==> config.mk <==
export PLATFORM = sky130hd
export DESIGN_NAME = uart_tx_fifo_flat
export DESIGN_NICKNAME = d
export VERILOG_FILES = /design/src/rtl/uart_tx_fifo_if.sv /design/src/rtl/uart_tx_fifo.sv /design/src/flat_wrapper.sv
export SDC_FILE = /design/constraint.sdc
export NUM_CORES = 1
export LEC_CHECK = 0
export BUFFER_PORTS_ARGS = -buffer_cell sky130_fd_sc_hd__buf_2
export CAP_MARGIN = 20
export CORE_MARGIN = 2
export CORE_UTILIZATION = 34
export CTS_CLUSTER_SIZE = 24
export DETAILED_ROUTE_END_ITERATION = 7
export GPL_ROUTABILITY_DRIVEN = 0
export GPL_TIMING_DRIVEN = 0
export HOLD_SLACK_MARGIN = 0.12
export PLACE_DENSITY = 0.5
export SETUP_SLACK_MARGIN = 0.02
export SLEW_MARGIN = 20
export SYNTH_ARGS = -nofsm -noshare
export SYNTH_HDL_FRONTEND = slang
export SYNTH_SLANG_ARGS = --single-unit
==> constraint.sdc <==
create_clock -name clk -period 2.9 [get_ports clk]
set_clock_uncertainty 0.05 [all_clocks]
set_input_delay 0.145 -clock clk [delete_from_list [all_inputs] [get_ports clk]]
set_output_delay 0.145 -clock clk [all_outputs]
set_load 0.02 [all_outputs]
==> src/rtl/uart_tx_fifo_if.sv <==
// Host-side port bundle for the buffered UART transmitter.
// The host drives din/wr; the transmitter returns FIFO status and the serial line.
interface uart_tx_fifo_if #(
  parameter int FIFO_AW = 2
);
  logic [7:0]       din;
  logic             wr;
  logic             full;
  logic [FIFO_AW:0] count;
  logic             busy;
  logic             tx;

  modport master (output din, wr, input full, count, busy, tx);
  modport slave  (input din, wr, output full, count, busy, tx);
endinterface

==> src/rtl/uart_tx_fifo.sv <==
// Buffered 8N1 UART transmitter: a small circular FIFO feeding a frame serialiser
// that sends queued bytes back-to-back with no idle gap between frames.
//
// state | meaning
// IDLE  | line high, waiting for a queued byte
// START | start bit (tx=0) for BCLK+1 clocks
// DATA  | eight data bits, LSB first, BCLK+1 clocks each
// STOP  | stop bit (tx=1); pops the next byte at its end if one is queued
module uart_tx_fifo #(
  parameter logic [9:0] BCLK    = 10'd433,
  parameter int         FIFO_AW = 2
) (
  input logic          clk,
  input logic          reset,
  uart_tx_fifo_if.slave bus
);
  localparam int DEPTH = 1 << FIFO_AW;

  typedef enum logic [1:0] {IDLE, START, DATA, STOP} state_t;

  state_t             state, state_nxt;
  logic [7:0]         mem [DEPTH];
  logic [FIFO_AW-1:0] wr_ptr, rd_ptr;
  logic [FIFO_AW:0]   count_q;
  logic               full, push, pop;
  logic [9:0]         cyc_q, cyc_nxt;
  logic [2:0]         bi_q, bi_nxt;
  logic [7:0]         sr_q, sr_nxt;
  logic               tx_q, tx_nxt;
  logic               tc, have_data;

  assign full      = (count_q == (FIFO_AW+1)'(DEPTH));
  assign push      = bus.wr && !full;
  assign have_data = (count_q != '0);
  // Bit timer counts down from BCLK; terminal count marks the last clock of a bit.
  assign tc        = (cyc_q == '0);

  assign bus.full  = full;
  assign bus.count = count_q;
  assign bus.tx    = tx_q;
  assign bus.busy  = (state != IDLE) || have_data;

  always_comb begin
    state_nxt = state;
    pop       = 1'b0;
    tx_nxt    = tx_q;
    cyc_nxt   = tc ? '0 : cyc_q - 10'd1;
    bi_nxt    = bi_q;
    sr_nxt    = sr_q;
    case (state)
      IDLE: begin
        tx_nxt = 1'b1;
        if (have_data) begin
          pop       = 1'b1;
          sr_nxt    = mem[rd_ptr];
          tx_nxt    = 1'b0;
          cyc_nxt   = BCLK;
          state_nxt = START;
        end
      end
      START: begin
        if (tc) begin
          tx_nxt    = sr_q[0];
          cyc_nxt   = BCLK;
          bi_nxt    = 3'd0;
          state_nxt = DATA;
        end
      end
      DATA: begin
        if (tc) begin
          cyc_nxt = BCLK;
          if (bi_q == 3'd7) begin
            tx_nxt    = 1'b1;
            state_nxt = STOP;
          end else begin
            sr_nxt = {1'b0, sr_q[7:1]};
            tx_nxt = sr_q[1];
            bi_nxt = bi_q + 3'd1;
          end
        end
      end
      STOP: begin
        tx_nxt = 1'b1;
        if (tc) begin
          if (have_data) begin
            pop       = 1'b1;
            sr_nxt    = mem[rd_ptr];
            tx_nxt    = 1'b0;
            cyc_nxt   = BCLK;
            state_nxt = START;
          end else begin
            state_nxt = IDLE;
          end
        end
      end
      default: state_nxt = IDLE;
    endcase
  end

  always_ff @(posedge clk) begin
    if (reset) begin
      state   <= IDLE;
      tx_q    <= 1'b1;
      cyc_q   <= '0;
      bi_q    <= '0;
      sr_q    <= '0;
      wr_ptr  <= '0;
      rd_ptr  <= '0;
      count_q <= '0;
    end else begin
      state <= state_nxt;
      tx_q  <= tx_nxt;
      cyc_q <= cyc_nxt;
      bi_q  <= bi_nxt;
      sr_q  <= sr_nxt;
      if (push) wr_ptr <= wr_ptr + 1'b1;
      if (pop)  rd_ptr <= rd_ptr + 1'b1;
      case ({push, pop})
        2'b10:   count_q <= count_q + 1'b1;
        2'b01:   count_q <= count_q - 1'b1;
        default: count_q <= count_q;
      endcase
    end
  end

  // Storage needs no reset: entries are only read after being written.
  always_ff @(posedge clk) begin
    if (push) mem[wr_ptr] <= bus.din;
  end
endmodule

==> src/flat_wrapper.sv <==
// flat-port wrapper written by rule: the top's interface ports become plain ports
module uart_tx_fifo_flat 
#(
  parameter logic [9:0] BCLK    = 10'd433,
  parameter int         FIFO_AW = 2
)
  (clk, reset, bus_din, bus_wr, bus_full, bus_count, bus_busy, bus_tx);
  uart_tx_fifo_if #(.FIFO_AW(FIFO_AW)) bus_i ();
  input logic clk;
  input logic reset;
  input wire logic [$bits(bus_i.din)-1:0] bus_din;
  input wire logic [$bits(bus_i.wr)-1:0] bus_wr;
  output wire logic [$bits(bus_i.full)-1:0] bus_full;
  output wire logic [$bits(bus_i.count)-1:0] bus_count;
  output wire logic [$bits(bus_i.busy)-1:0] bus_busy;
  output wire logic [$bits(bus_i.tx)-1:0] bus_tx;
  assign bus_i.din = bus_din;
  assign bus_i.wr = bus_wr;
  assign bus_full = bus_i.full;
  assign bus_count = bus_i.count;
  assign bus_busy = bus_i.busy;
  assign bus_tx = bus_i.tx;
  uart_tx_fifo #(.BCLK(BCLK), .FIFO_AW(FIFO_AW)) u_core (.clk(clk), .reset(reset), .bus(bus_i));
endmodule
# --- Yosys cells after proc, flatten, opt, wreduce, memory -nomap -nowiden ---
# Memory sizes are Yosys's and may differ from the RTL's. A register that Yosys moved wholly into a read port is not among the register bits.
# Index checks and enable logic that the tools add are counted.
# Widths: inputs -> output; s select.
op_classes:
  n_addsub: 6
  multipliers: 0
  n_div: 0
  n_lt_le_gt_ge: 0
  eq_ne: 13
  shifts: 0
  mux: 35
  n_bitwise: 0
  reduce_logical: 15
op_table:
  columns: ["op", "count"]
  rows:
  - ["$mux 10", 4]
  - ["$mux 8", 4]
  - ["$pmux 10 s3", 1]
  - ["$pmux 8 s3", 1]
  - ["$mux 2", 7]
  - ["$pmux 3 s2", 2]
  - ["$logic_not 10->1", 1]
  - ["$mux 1", 10]
  - ["$ne 2x1->1 const B", 5]
  - ["$sub 10x1->10 const B", 1]
  - ["$mux 3", 3]
  - ["$pmux 2 s4", 1]
  - ["$reduce_and 4->1", 2]
  - ["$add 3x1->3 const B", 2]
  - ["$eq 2x2->1 const B", 3]
  - ["$eq 3x3->1 const B", 2]
  - ["$reduce_bool 2->1", 3]
  - ["$reduce_bool 3->1", 2]
  - ["$reduce_and 5->1", 1]
  - ["$add 2x1->2 const B", 2]
  - ["$eq 2x1->1 const B", 2]
  - ["$pmux 1 s4", 1]
  - ["$sub 3x1->3 const B", 1]
  - ["$logic_not 2->1", 1]
  - ["7 further kinds", 7]
totals:
  reg_bits: 31
  latchBits: 0
  mem_bits_rw: 32
  rom_bits: 0
  in_bits: 11
  elab_cells: 78
  n_memories: 1
mem_list:
  columns: ["name", "depth", "word_bits", "read_ports", "rd_clocked_by_memory_dff", "wr", "line_no", "source"]
  rows:
  - ["u_core.mem", 4, 8, 1, 1, 1, "uart_tx_fifo.sv:22", "logic [7:0] mem [DEPTH];"]

# --- Logic depth before layout (Yosys ltp) ---
# Gate-level depths: netlist (run 1).
depth:
  word_depth: 6
  depth_mapped: 11
  depth_no_buf: 11

# --- Worst setup path before layout (run 1) ---
# Ideal clock, no wire load.
synth_path:
  path_kind: "flip-flop to flip-flop"
  from: "register u_core.count_q[2], in the netlist u_core.bus.count[2]"
  to: "register u_core.count_q[2], in the netlist u_core.bus.count[2]"
  setup_ns: 0.070
  arrival_time_ns: 2.571
  required_time_ns: 2.780
  path_slack_ns: 0.208
  stages_incl_launch_ff: 11
  n_path_buf: 1
  period_less_slack_ns: 2.692
  path_cell_list: "dfxtp_1 -> nor3b_1 -> nor2b_1 -> clkbuf_1 -> inv_1 -> ha_1 -> inv_1 -> fa_1 -> xor2_1 -> or3_1 -> a21oi_1"
synth_via:
  elab_cells_between_ends: 13
  cone_classes: "add/sub: 2; eq/ne: 3; mux: 4; reduce/logical: 4"
synth_rtl:
  columns: ["element", "line_no", "source"]
  rows:
  - ["start: declaration", "uart_tx_fifo.sv:24", "logic [FIFO_AW:0] count_q;"]
  - ["start signal: assignment", "uart_tx_fifo.sv:119", "2'b10: count_q <= count_q + 1'b1;"]
  - ["start signal: assignment", "uart_tx_fifo.sv:120", "2'b01: count_q <= count_q - 1'b1;"]
  - ["start signal: assignment", "uart_tx_fifo.sv:121", "default: count_q <= count_q;"]
  - ["$eq 3x3->1 *", "uart_tx_fifo.sv:32", "assign full = (count_q == (FIFO_AW+1)'(DEPTH));"]
  - ["net bus_full", "flat_wrapper.sv:13", "output wire logic [$bits(bus_i.full)-1:0] bus_full;"]
  - ["$logic_not 1->1 *", "uart_tx_fifo.sv:33", "assign push = bus.wr && !full;"]
  - ["$logic_and 1x1->1 *", "uart_tx_fifo.sv:33", null]
  - ["$eq 2x1->1 / $eq 2x2->1 (equally long branches)", "uart_tx_fifo.sv:118", "case ({push, pop})"]
  - ["$pmux 3 s2 / $reduce_bool 2->1 (equally long branches)", null, null]
# The timed path passes the listed nets; every way through them passes the cells marked *.
# A chain may end at the register's enable or synchronous reset.

# --- Worst setup path in the final report (run 1) ---
layout_path:
  from: "register u_core.cyc_q[0]"
  to: "register u_core.count_q[2], in the netlist u_core.bus.count[2]"
layout_via:
  elab_chain_len: 5
  elab_cells_between_ends: 7
  cone_classes: "eq/ne: 2; mux: 3; reduce/logical: 2"
layout_lines:
  columns: ["element", "line_no", "source"]
  rows:
  - ["start: declaration", "uart_tx_fifo.sv:26", "logic [9:0] cyc_q, cyc_nxt;"]
  - ["start signal: assignment", "uart_tx_fifo.sv:113", "cyc_q <= cyc_nxt;"]
  - ["$logic_not 10->1 *", "uart_tx_fifo.sv:36", "assign tc = (cyc_q == '0);"]
  - ["$mux 1 *", "uart_tx_fifo.sv:84", "if (tc) begin"]
  - ["$pmux 1 s2 *", "uart_tx_fifo.sv:50", "case (state)"]
  - ["net u_core.pop", "uart_tx_fifo.sv:25", "logic full, push, pop;"]
  - ["$eq 2x1->1 / $eq 2x2->1 (equally long branches)", "uart_tx_fifo.sv:118", null]
  - ["$pmux 3 s2 / $reduce_bool 2->1 (equally long branches)", null, null]
# Marks and branches as above.

==> results.py, run 1 <==
metrics = {
    "global_route": {
        "grt_max_degree": 14,
        "grt_usage_pct": 13.2,
        "antenna_found_initial": 0,
        "grt_pass1_wl_um": 10200,
        "grt_overflow": 0,
        "grt_pass1_vias": 2094,
    },
    "power": {
        "ir_drop_mv": 0.351,
        "p_leak_nw": 1.27,
        "seq_power_share_pct": 33.8,
        "pwr-share-comb_pct": 48.5,
        "power.share.switching_pct": 40.7,
        "p_int_mw": 2.27,
        "power.share.clock_pct": 17.8,
        "switchingPower_mw": 1.56,
        "power_density_nw_per_um2": 1070,
    },
    "detailed_routing": {
        "ant_nets": 0,
        "post_drt_wl_per_cell_um": 14.6,
        "initialDrtViolationCount": 72,
        "drc": 0,
        "drt-total-wl_um": 6080,
        "vias": 2123,
        "vias_per_cell": 5.10,
        "drtPass1Iterations": 4,
    },
    "worst_setup_path": {
        "critPathCaptureType": "flip-flop",
        "crit_arrival_ns": 2.87,
        "startpoint_type": "flip-flop",
        "critPathKind": "flip-flop to flip-flop",
        "crit_required_ns": 3.12,
        "path_max_fanout": 5,
    },
    "sta": {
        "finalSetupViolations": 0,
        "hold_viol_final": 0,
        "min_period_over_period_pct": 91.5,
        "max_freq_ghz": 0.377,
        "slew_viol_final": 0,
        "rsz0062_at_grt": "false",
        "worstMarginPinSlew_ns": 0.884,
        "slew_headroom_pct": 40.6,
        "final.setup.tns_ns": 0,
        "min_period_ns": 2.65,
    },
    "logic_synthesis": {
        "synth_edf_count": 32,
        "synth_area_sq_um": 3090,
        "synth_nets": 291,
        "synth_seq_area_share_pct": 52.4,
        "ys_ff_latch": 65,
        "syn_area_per_cell_sq_um": 11.6,
        "synth_area_leaders": "edfxtp_1, dfxtp_1, mux4_2, ha_1, a21oi_1",
        "ys_warn_count": 0,
        "ys_dominant_reg_cell": "dfxtp_1",
        "synth.distinct_cells": 53,
        "async_flop_share_pct": 0,
        "yosysTopAreaCell": "edfxtp_1",
        "syn_inst": 266,
        "synth_top_area_share_pct": 31.1,
    },
    "layout": {
        "final_area_sq_um": 3590,
        "area_growth_pct": 16.0,
        "final_common_cell": "dfxtp_1",
        "finish.utilization_pct": 40.9,
        "layout.nets": 328,
        "antennaDiodeCount": 0,
        "multi_input_area_sq_um": 1360,
        "seqCellArea_sq_um": 1620,
        "final.fill_count": 852,
        "final_cell_mix": "dfxtp_1, edfxtp_1, buf_2, nor2_1, a21oi_1",
        "drive_gt1_share_pct": 18.2,
    },
    "clock_tree": {
        "cts_tree": "yes",
        "numCtsBuffers": 9,
        "clk_latency_ns": 0.34,
        "path_clk_slew_ns": 0.08,
        "ctsRootBufferMaster": "clkbuf_8",
        "cts_max_path_buffers": 2,
        "clock_sinks": 65,
        "ctsHtreeMaxLevel": 3,
    },
    "run_status": {
        "status": "finished, final reports clean",
    },
    "placement": {
        "hpwlAfterDp_um": 4100,
        "dpl_cell_area_sq_um": 3300,
        "portBuffers": 15,
    },
    "floorplanning": {
        "core-area_sq_um": 8760,
        "ioPinCount": 17,
        "start_util_pct": 35.3,
        "die-height_um": 99.4,
        "die_w_um": 99.4,
        "fp-row-count": 34,
        "dieArea_sq_um": 9880,
    },
    "min_path": {
        "hold_class": "primary input to flip-flop",
    },
    "flow_run": {
        "drv_cap": 0,
    },
}
[what timing repair did]
item	CTS	global route
endpoints found under the setup margin	1	1
hold buffers	8	0
resized for setup	0	1
setup buffers	2	2
pin swaps	1	1
hold endpoints to repair	32	0
[state kept, by name, summed over array words and instances, names as in the netlist, named ones only]
register / count
u_core.bi_q: 3
u_core.cyc_q: 10
u_core.bus.tx: 1
u_core.bus.count: 3
u_core.wr_ptr: 2
u_core.sr_q: 8
u_core.rd_ptr: 2
u_core.state: 2
u_core.mem: 32
[synth_stat cells, types with 2 or more instances]
| cell | number |
|---|---|
| mux2i_1 | 8 |
| ha_1 | 13 |
| a211oi_1 | 2 |
| nor2b_1 | 5 |
| o21ai_0 | 14 |
| or3_1 | 9 |
| nor3b_1 | 3 |
| o31a_1 | 2 |
| xnor2_1 | 4 |
| inv_1 | 11 |
| nand3_1 | 4 |
| or4_1 | 2 |
| and2_1 | 5 |
| xor2_1 | 3 |
| dfxtp_1 | 33 |
| buf_1 | 3 |
| buf_2 | 6 |
| clkbuf_1 | 8 |
| a32oi_1 | 2 |
| nor3_1 | 8 |
| mux4_2 | 8 |
| a21oi_1 | 18 |
| nand2_1 | 6 |
| a31oi_1 | 3 |
| nor2_1 | 20 |
| edfxtp_1 | 32 |
| o211ai_1 | 6 |
| o31ai_1 | 3 |
[layout make-up]
cell class                 count  area share (%)
sequential                    65            45.2
multi-input combinational    172            37.9
timing repair buffer          27            5.16
tap                          108            3.77
clock buffer                  10            3.56
buffer                        16            1.88
clock inverter                 6            1.26
inverter                      12            1.26
[per-layer routing]
metal,part of all wire [%],wire (um),track usage (%),vias to the layer above
met5,0,0,0,-
met4,1.0,63,5.06,0
met3,3.4,208,3.65,5
met2,47,2830,20.6,24
met1,49,2980,17.6,1027
li1,-,-,-,1067
[final timing paths]
kind / depth (start not counted) / slack [ns] / end / start
min: 3 / 0.24 / u_core.bus.tx$_SDFFE_PP1P_ / reset
min reg2reg: 2 / 0.43 / u_core.sr_q[4]$_SDFFE_PP0P_ / u_core.sr_q[4]$_SDFFE_PP0P_
max reg2reg: 11 / 0.25 / u_core.bus.count[2]$_SDFFE_PP0P_ / u_core.cyc_q[0]$_SDFF_PP0_
max: 11 / 0.25 / u_core.bus.count[2]$_SDFFE_PP0P_ / u_core.cyc_q[0]$_SDFF_PP0_
[cell families after synthesis]
logic type	count (synthesis)	share of synthesized area, %
and+or+nand+nor	70	13.2
AOI/OAI and AO/OA	65	14.3
DFF	65	52.4
buffers and inverters	29	3.76
muxes	16	8.41
adders and majority gates	14	5.91
xor gates and xnor gates	7	1.98
[power groups by stage]
stage | Sequential, mW | Combinational [mW] | Clock, mW
finish | 1.29 | 1.86 | 0.680
global placement | 1.31 | 1.76 | 0
detailed placement | 1.31 | 1.78 | 0
global route | 1.32 | 2.07 | 0.753
CTS | 1.29 | 1.84 | 0.712
floorplan | 1.31 | 1.38 | 0
[critical path: stages, from the launching register on]
cell and delay, ns:
dfxtp_1 0.35, inv_1 0.07, ha_1 0.20, nor4b_4 0.29, a41oi_2 0.21, nor3_2 0.20
ha_1 0.20, inv_1 0.06, fa_1 0.37, xor2_1 0.16, or3_1 0.30, a21oi_1 0.14
[metrics by stage]
step           total power [mW]  hold WS, ns  worst slack (ns)  std cells
2_1_floorplan              2.69        0.194             0.208        266
3_3_place_gp               3.08        0.311           0.00270        389
3_5_place_dp               3.09        0.319           -0.0575        389
4_1_cts                    3.85        0.230             0.164        415
5_1_grt                    4.14        0.269            0.0503        416
6_report                   3.83        0.241             0.248        416
(Power assumes the default switching activity.)
==> run 2: changes to the inputs <==
--- a/config.mk
+++ b/config.mk
@@ -7,6 +7,7 @@
 export LEC_CHECK = 0
 export BUFFER_PORTS_ARGS = -buffer_cell sky130_fd_sc_hd__buf_2
 export CAP_MARGIN = 20
+export CORE_ASPECT_RATIO = 1.4
 export CORE_MARGIN = 2
 export CORE_UTILIZATION = 34
 export CTS_CLUSTER_SIZE = 24
==> constraint.sdc (replaced) <==
create_clock -name clk -period 2.9 [get_ports clk]
set_clock_uncertainty 0.05 [all_clocks]
set_input_delay 0.58 -clock clk [delete_from_list [all_inputs] [get_ports clk]]
set_output_delay 0.58 -clock clk [all_outputs]
set_load 0.02 [all_outputs]
==> results.py, run 2 (synthesis results as in run 1) <==
metrics = {
    "run_status": {
        "status": "finished, final reports clean",
    },
    "clock_tree": {
        "clock_sinks": 65,
        "cts_tree": "yes",
        "path_clk_slew_ns": 0.06,
        "ctsHtreeMaxLevel": 3,
        "cts_max_path_buffers": 2,
        "ctsRootBufferMaster": "clkbuf_16",
        "postCtsHoldBufs": 0,
        "numCtsBuffers": 9,
        "clk_latency_ns": 0.33,
    },
    "floorplanning": {
        "ioPinCount": 17,
        "fp-row-count": 41,
        "dieArea_sq_um": 9890,
        "die-height_um": 117,
        "start_util_pct": 34.7,
        "die_w_um": 84.6,
        "core-area_sq_um": 8930,
    },
    "detailed_routing": {
        "post_drt_wl_per_cell_um": 15.4,
        "drt-total-wl_um": 6300,
        "drtPass1Iterations": 4,
        "initialDrtViolationCount": 111,
        "vias": 2143,
        "drc": 0,
        "vias_per_cell": 5.25,
        "ant_nets": 0,
    },
    "placement": {
        "placed_cells": 388,
        "portBuffers": 15,
        "hpwlAfterDp_um": 4340,
    },
    "worst_setup_path": {
        "rrSetupSlack_ns": 0.19,
        "rr_startpoint": "u_core.cyc_q[0]$_SDFF_PP0_",
        "critPathCaptureType": "flip-flop",
        "rr_worst_depth": 11,
        "crit_family": "simple AND/OR/NAND/NOR gates",
        "worstPathBufferInverterCount": 2,
        "cp-startpoint": "u_core.cyc_q[0]$_SDFF_PP0_",
        "critPathMaxStageDelay_ns": 0.37,
        "path_max_fanout": 5,
        "r2r_end": "u_core.bus.count[2]$_SDFFE_PP0P_",
        "crit_slowest_cell": "fa_1",
        "critPathKind": "flip-flop to flip-flop",
        "startpoint_type": "flip-flop",
        "path_cells": "inv_1 -> ha_1 -> nor4b_4 -> a41oi_2 -> nor3_2 -> ha_1 -> inv_1 -> fa_1 -> xor2_1 -> or3_1 -> a21oi_1",
        "crit_required_ns": 3.11,
        "crit_arrival_ns": 2.91,
    },
    "sta": {
        "min_period_ns": 2.71,
        "max_freq_ghz": 0.370,
        "min_period_over_period_pct": 93.3,
        "finalSetupViolations": 0,
        "rsz0062_at_grt": "false",
        "slew_headroom_pct": 39.4,
        "hold_viol_final": 0,
        "worstMarginPinSlew_ns": 0.902,
        "slew_viol_final": 0,
        "fin_hold_ws_ns": 0.413,
    },
    "global_route": {
        "gr-usage-met1_pct": 15.2,
        "grt_pass1_wl_um": 10000,
        "grt.met2_usage_pct": 23.2,
        "busiest_layer": "met2",
        "grt_overflow": 0,
        "grt_pass1_vias": 2000,
        "antenna_found_initial": 0,
        "grt_max_degree": 13,
        "grtUsageMet3_pct": 4.63,
        "grt_usage_pct": 13.5,
    },
    "power": {
        "p_leak_nw": 1.34,
        "p_total_mw": 4.50,
        "power_density_nw_per_um2": 1210,
        "ir_drop_mv": 0.473,
    },
    "min_path": {
        "worstHoldEndpoint": "u_core.mem[1][4]$_DFFE_PP_",
        "min_from": "bus_din[4]",
        "hold_class": "primary input to flip-flop",
        "whs_path_depth": 1,
    },
    "flow_run": {
        "drv_cap": 0,
    },
    "layout": {
        "drive_gt1_share_pct": 18.9,
        "final_common_cell": "dfxtp_1",
        "area_growth_pct": 19.9,
        "antennaDiodeCount": 0,
        "layout.nets": 321,
        "fin_cells": 408,
        "final_cell_mix": "dfxtp_1, edfxtp_1, buf_2, nor2_1, a21oi_1",
        "finish.utilization_pct": 41.5,
        "reg_top3": "u_core.mem x32, u_core.cyc_q x10, u_core.sr_q x8",
        "largest_register_ffs": 32,
        "top_register": "u_core.mem",
    },
}
-- run 2: per-stage QoR --
stage	setup TNS, ns	instance area (sq um)	worst slack (ns)
after floorplan	0	3090	0.208
after global routing	0	3710	0.00888
after detailed placement	-0.0522	3300	-0.0522
after CTS	0	3680	0.0891
after global placement	-0.0438	3300	-0.0438
final	0	3710	0.195
-- run 2: worst max path at each step --
| stage | depth (start not counted) | slack (ns) | endpoint |
|---|---|---|---|
| global route | 11 | 0.009 | u_core.bus.count[2]$_SDFFE_PP0P_ |
| CTS | 10 | 0.09 | u_core.bus.count[2]$_SDFFE_PP0P_ |
| detailed placement | 11 | -0.05 | u_core.bus.count[2]$_SDFFE_PP0P_ |
| global placement | 11 | -0.04 | u_core.bus.count[2]$_SDFFE_PP0P_ |
| floorplan | 10 | 0.21 | u_core.bus.count[2]$_SDFFE_PP0P_ |
| finish | 11 | 0.19 | u_core.bus.count[2]$_SDFFE_PP0P_ |
-- run 2: where the power goes --
part,internal [mW],switching [mW]
clock network,0.928,0.406
logic,0.797,1.07
registers,1.16,0.135
-- run 2: what timing repair did --
action,4_1_cts,5_1_grt
resized for setup,0,1
endpoints found under the setup margin,1,1
setup buffers,2,3
pin swaps,1,1
-- run 2: final cells by class --
class                   count  area, sq um
flip-flops and latches     65         1620
well taps                 107          134
clock inverters             7          141
plain buffers              16         67.6
fillers                   892         5220
clock buffers               9          225
inverters                  12         45.0
repair buffers             20          113
multi-input cells         172         1360
-- run 2: routing by layer --
layer | part of all wire [%] | wire (um) | up-vias
met5 | 0 | 0 | -
met4 | 2.0 | 124 | 0
met3 | 2.9 | 180 | 11
met2 | 52 | 3260 | 33
met1 | 43 | 2730 | 1042
li1 | - | - | 1057
-- run 2: worst reg2reg max path: cells and delay by family (launching register included) --
| family | cells | cell delay (ns) |
|---|---|---|
| adder cells (fa/ha/maj) | 3 | 0.79 |
| XOR/XNOR | 1 | 0.16 |
| buffers and inverters | 2 | 0.13 |
| AO/OA/AOI/OAI | 2 | 0.35 |
| flip-flops | 1 | 0.34 |
| AND/OR/NAND/NOR | 3 | 0.81 |
